[src/rtl/frv_gpr_wb.sv]
// frv_gpr_wb: GPR writeback arbiter plus pending-load scoreboard.
// Merges EX and LSU writes onto one registered GPR write port.
module frv_gpr_wb #(
  parameter int XLEN = 32
) (
  input  logic            g_clk,
  input  logic            g_resetn,
  input  logic            rsv_valid,
  input  logic [4:0]      rsv_addr,
  input  logic [4:0]      rs1_addr,
  output logic            rs1_busy,
  input  logic [4:0]      rs2_addr,
  output logic            rs2_busy,
  output logic            sb_any,
  input  logic            ex_valid,
  output logic            ex_ready,
  input  logic [4:0]      ex_addr,
  input  logic [XLEN-1:0] ex_wdata,
  input  logic            lsu_valid,
  output logic            lsu_ready,
  input  logic [4:0]      lsu_addr,
  input  logic [XLEN-1:0] lsu_wdata,
  output logic            rd_wen,
  output logic [4:0]      rd_addr,
  output logic [XLEN-1:0] rd_wdata
);

  // r_last = 1 means LSU won the last contested cycle
  logic            r_last;
  logic            r_rd_wen;
  logic [4:0]      r_rd_addr;
  logic [XLEN-1:0] r_rd_wdata;
  logic            r_from_lsu;
  logic [31:0]     r_pend;

  logic            w_both;
  logic            w_ex_gnt;
  logic            w_lsu_gnt;
  logic            w_gnt;
  logic [4:0]      w_addr;
  logic [XLEN-1:0] w_wdata;
  logic [31:0]     w_set;
  logic [31:0]     w_clr;
  logic [31:0]     w_pend_nxt;

  // Round-robin grant; nothing is accepted while in reset
  always_comb begin
    w_both    = ex_valid & lsu_valid;
    w_ex_gnt  = g_resetn & ex_valid & (~lsu_valid | r_last);
    w_lsu_gnt = g_resetn & lsu_valid & (~ex_valid | ~r_last);
    w_gnt     = w_ex_gnt | w_lsu_gnt;
    w_addr    = w_lsu_gnt ? lsu_addr : ex_addr;
    w_wdata   = w_lsu_gnt ? lsu_wdata : ex_wdata;
  end

  // Scoreboard next state: set beats clear, bit 0 never pending
  always_comb begin
    w_set = 32'd0;
    w_clr = 32'd0;
    if (rsv_valid && rsv_addr != 5'd0)
      w_set = 32'd1 << rsv_addr;
    if (r_rd_wen && r_from_lsu)
      w_clr = 32'd1 << r_rd_addr;
    w_pend_nxt = ((r_pend & ~w_clr) | w_set) & ~32'd1;
  end

  // Output stage, arbitration history and scoreboard state
  always_ff @(posedge g_clk) begin
    if (!g_resetn) begin
      r_last     <= 1'b0;
      r_rd_wen   <= 1'b0;
      r_rd_addr  <= 5'd0;
      r_rd_wdata <= '0;
      r_from_lsu <= 1'b0;
      r_pend     <= 32'd0;
    end else begin
      r_rd_wen   <= w_gnt & (w_addr != 5'd0);
      r_from_lsu <= w_lsu_gnt;
      if (w_gnt) begin
        r_rd_addr  <= w_addr;
        r_rd_wdata <= w_wdata;
      end
      if (w_both)
        r_last <= w_lsu_gnt;
      r_pend <= w_pend_nxt;
    end
  end

  // Combinational hazard lookup and port drive
  always_comb begin
    rs1_busy  = r_pend[rs1_addr];
    rs2_busy  = r_pend[rs2_addr];
    sb_any    = |r_pend;
    ex_ready  = w_ex_gnt;
    lsu_ready = w_lsu_gnt;
    rd_wen    = r_rd_wen;
    rd_addr   = r_rd_addr;
    rd_wdata  = r_rd_wdata;
  end

endmodule

[config.mk]
export PLATFORM = sky130hd
export DESIGN_NAME = frv_gpr_wb
export DESIGN_NICKNAME = d
export VERILOG_FILES = /design/src/rtl/frv_gpr_wb.sv
export SDC_FILE = /design/constraint.sdc
export NUM_CORES = 1
export LEC_CHECK = 0
export CELL_PAD_IN_SITES_DETAIL_PLACEMENT = 0
export CELL_PAD_IN_SITES_GLOBAL_PLACEMENT = 1
export CORE_UTILIZATION = 31
export DETAILED_ROUTE_END_ITERATION = 7
export HOLD_SLACK_MARGIN = 0.02
export PLACE_DENSITY_LB_ADDON = 0.12
export SYNTH_ARGS = -nofsm -noshare
export SYNTH_HDL_FRONTEND = slang
export SYNTH_SLANG_ARGS = --single-unit
export TNS_END_PERCENT = 20
[constraint.sdc]
create_clock -name g_clk -period 1.5 [get_ports g_clk]
set_input_delay 0.15 -clock g_clk [delete_from_list [all_inputs] [get_ports g_clk]]
set_output_delay 0.15 -clock g_clk [all_outputs]
set_load 0.005 [all_outputs]
==> run_results.csv <==
group,metric,value,unit
run_status,violations,"setup timing",
timing,fin_skew,0.00551,ns
synthesis,syn_nets,565,
flow_run,drv_cap,0,
timing,final-setup-viol-count,3,
global_route,grt_start_max_net_pins,42,
die,core,11400,sq um
power_and_ir_drop,power_frac_seq,41.9,%
placed_design,dpl-instance-area,5460,sq um
die,ios,137,
clock_tree,cts.sinks,71,
global_route,gr-usage-all-layers,20.4,%
synthesis,synthFlopType,"dfxtp_1",
clock_tree,htreeDepth,3,
synthesis,ys_types,34,
finish,diodes,0,
timing,fmax,553,MHz
worst_setup_path,crit_arrival,1.66,ns
route,vias,3980,
synthesis,ys_seq_elements,71,
power_and_ir_drop,swShare,25.1,%
synthesis,syn-instance-count,471,
placed_design,hpwl,9.22,mm
worst_setup_path,endpoint_kind,"output port",
synthesis,synth_top_area_share,39.0,%
synthesis,seq_area_frac_synth,39.0,%
route,routed_via_density,5.08,
synthesis,yosysTopAreaCell,"dfxtp_1",
die,start_util,31.9,%
timing,hold_viol,0,
timing,rsz0062_at_grt,"yes",
min_path,hold_class,"in -> reg",
route,wirelength,12.2,mm
synthesis,synth_edf_count,0,
synthesis,syn_area_per_cell,7.73,sq um
placed_design,gp_congestion,0.882,
worst_setup_path,r2r_slack,0.14,ns
route,drtIter0Drc,176,
global_route,gr-total-overflow,0,
run_status,outcome,"finished, violations left",
timing,worst_pin_slew,0.357,ns
worst_setup_path,setup.worst_path.start,"r_pend[11]",
timing,finalCriticalPeriod,1.81,ns
die,die_area,12200,sq um
synthesis,synthArstFlopShare,0,%
clock_tree,clkTransAtPathRegs,0.05,ns
route,antenna_left,0,
finish,final_net_count,732,
die,rows,39,
power_and_ir_drop,internal-power,3.67,mW
power_and_ir_drop,powerDensity,851,nW/um^2
die,dieHeight,110,um
clock_tree,ctsRootBufferMaster,"clkbuf_16",
global_route,grt_antenna_before_repair,0,
power_and_ir_drop,power.share.combinational,20.7,%
finish,final_layout_size_suffix_gt1_share,14.5,%
route,firstDrtPassIters,4,
worst_setup_path,crit_required,1.35,ns
finish,syn_to_final_growth,58.4,%
route,drcViolationCount,0,
timing,period_share,121,%
worst_setup_path,r2r_start,"r_last",
finish,final_cell_area,5770,sq um
worst_setup_path,path_max_fanout,2,
clock_tree,numCtsBuffers,9,
synthesis,ys_warn_count,0,
worst_setup_path,crit_type,"reg -> out",
synthesis,syn-cell-area,3640,sq um
clock_tree,cts_tree,"done",
min_path,min_path_cells,3,
placed_design,io_buffers,136,
route,wl_per_cell,15.5,um
power_and_ir_drop,switching_power,1.23,mW
die,die_w,110,um
timing,slew_viol_final,0,
min_path,whs_endpoint,"rd_wdata[5]",
global_route,grt_pass1_wl,18.8,mm
power_and_ir_drop,clkPwrFrac,37.5,%
worst_setup_path,r2r_cells,5,
min_path,min-delay-start,"lsu_wdata[5]",
timing,fin_ws,-0.310,ns
worst_setup_path,cp-start-kind,"flop",
clock_tree,clk_latency,0.33,ns
timing,relSlewSlack,76.1,%
worst_setup_path,r2r-end,"rd_wen",
clock_tree,clockBufferDepth,2,
global_route,grt_pass1_vias,3828,
placed_design,dp_slack,-0.788,ns
power_and_ir_drop,power.leakage,2.23,nW
power_and_ir_drop,ir_drop,470,uV
synthesis,synth_area_leaders,"dfxtp_1, nand2_1, a311oi_1",
[how the worst max path moves through the flow]
stage            endpoint  slack (ns)  depth (start not counted)
5_1_grt            sb_any       -0.35                          4
3_5_place_dp     rs2_busy       -0.79                          6
3_3_place_gp     rs2_busy       -0.78                          6
2_1_floorplan  r_pend[12]        0.18                          4
6_report           sb_any       -0.31                          4
4_1_cts            sb_any       -0.43                          4
[repair_timing]
item | CTS | global route
setup buffers | 0 | 0
pin swaps | 3 | 5
setup endpoints to repair | 8 | 25
hold buffers | 0 | 0
resized for setup | 20 | 18
[synth_stat cells, drive strengths merged, types with 3 or more instances]
master,number
nand4,4
nor4,7
mux2i,18
o21ai,31
nor3b,4
nand2b,4
a22oi,4
nand3b,3
mux4,6
nand2,116
nand3,11
buf,18
nor2,50
clkbuf,16
dfxtp,71
a21oi,38
a311oi,37
inv,6
nor2b,5
[worst max-delay path, cell delays in order, from the launching register on]
cell	delay, ns
dfxtp_1	0.31
or4_4	0.54
nor4_4	0.17
nand4_1	0.16
buf_2	0.16
[registers in the layout, indices dropped and copies added (netlist names)]
name        count
r_from_lsu      1
r_last          1
r_pend         31
rd_addr         5
rd_wdata       32
rd_wen          1
[per-layer routing]
| layer | GRT usage (%) | wire length [um] | share of wire [%] |
|---|---|---|---|
| met1 | 25.9 | 5310 | 44 |
| met2 | 33.7 | 5800 | 48 |
| met3 | 4.64 | 886 | 7.3 |
| met4 | 7.52 | 181 | 1.5 |
| met5 | 0 | 0 | 0 |
[kinds of logic after synthesis]
logic type | Yosys count | share of synthesized area, %
buffers and inverters | 40 | 4.95
multiplexers | 24 | 8.66
flip-flops | 71 | 39.0
XOR/XNOR | 1 | 0.241
AND/OR/NAND/NOR | 218 | 26.3
AO/OA/AOI/OAI | 117 | 20.8
[final cells by class]
class,instances,area [sq um]
clock inverter,2,10.0
inverter,6,22.5
clock buffer,12,236
sequential,71,1440
multi-input combinational,360,2100
timing repair buffer,190,1780
tap,143,179
fill,1128,5650
[cells in the final DEF, fill, tap and decap left out, types with 4 or more instances in the layout]
cell             netlist  routed
inv_1                  5       4
nor2b_1                5       5
buf_4                  3      50
dlygate4sd2_1          0       4
clkbuf_16              0       9
mux4_2                 6       6
nand2_1              116     116
a21oi_1               38      38
nor4_1                 7       6
a22oi_1                4       4
nand3_1               11      10
a311oi_1              37      37
dfxtp_1               71      63
nor3b_1                4       4
clkdlybuf4s50_1        0     128
nor2_1                50      49
nand4_1                4       4
o21ai_0               31      31
dfxtp_2                0       5
mux2i_1               18      18
[through the flow]
step | setup TNS [ns] | std cells | hold slack, ns | utilization [%] | power, mW
6_report | -0.848 | 784 | 0.390 | 50.5 | 4.91
5_1_grt | -1.04 | 784 | 0.407 | 50.5 | 5.16
4_1_cts | -1.47 | 784 | 0.381 | 50.1 | 4.98
3_5_place_dp | -11.41 | 770 | 0.493 | 47.8 | 3.12
3_3_place_gp | -8.55 | 770 | 0.484 | 47.8 | 3.11
2_1_floorplan | 0 | 471 | 0.309 | - | 2.49
[power groups by stage]
stage | sequential [mW] | combinational [mW] | clock, mW
after CTS | 2.06 | 1.02 | 1.90
after global routing | 2.07 | 1.12 | 1.97
after global placement | 2.09 | 1.02 | 0
final | 2.05 | 1.01 | 1.84
after floorplan | 2.08 | 0.404 | 0
after detailed placement | 2.09 | 1.02 | 0
Note: power is estimated with default switching activity, not from simulation.
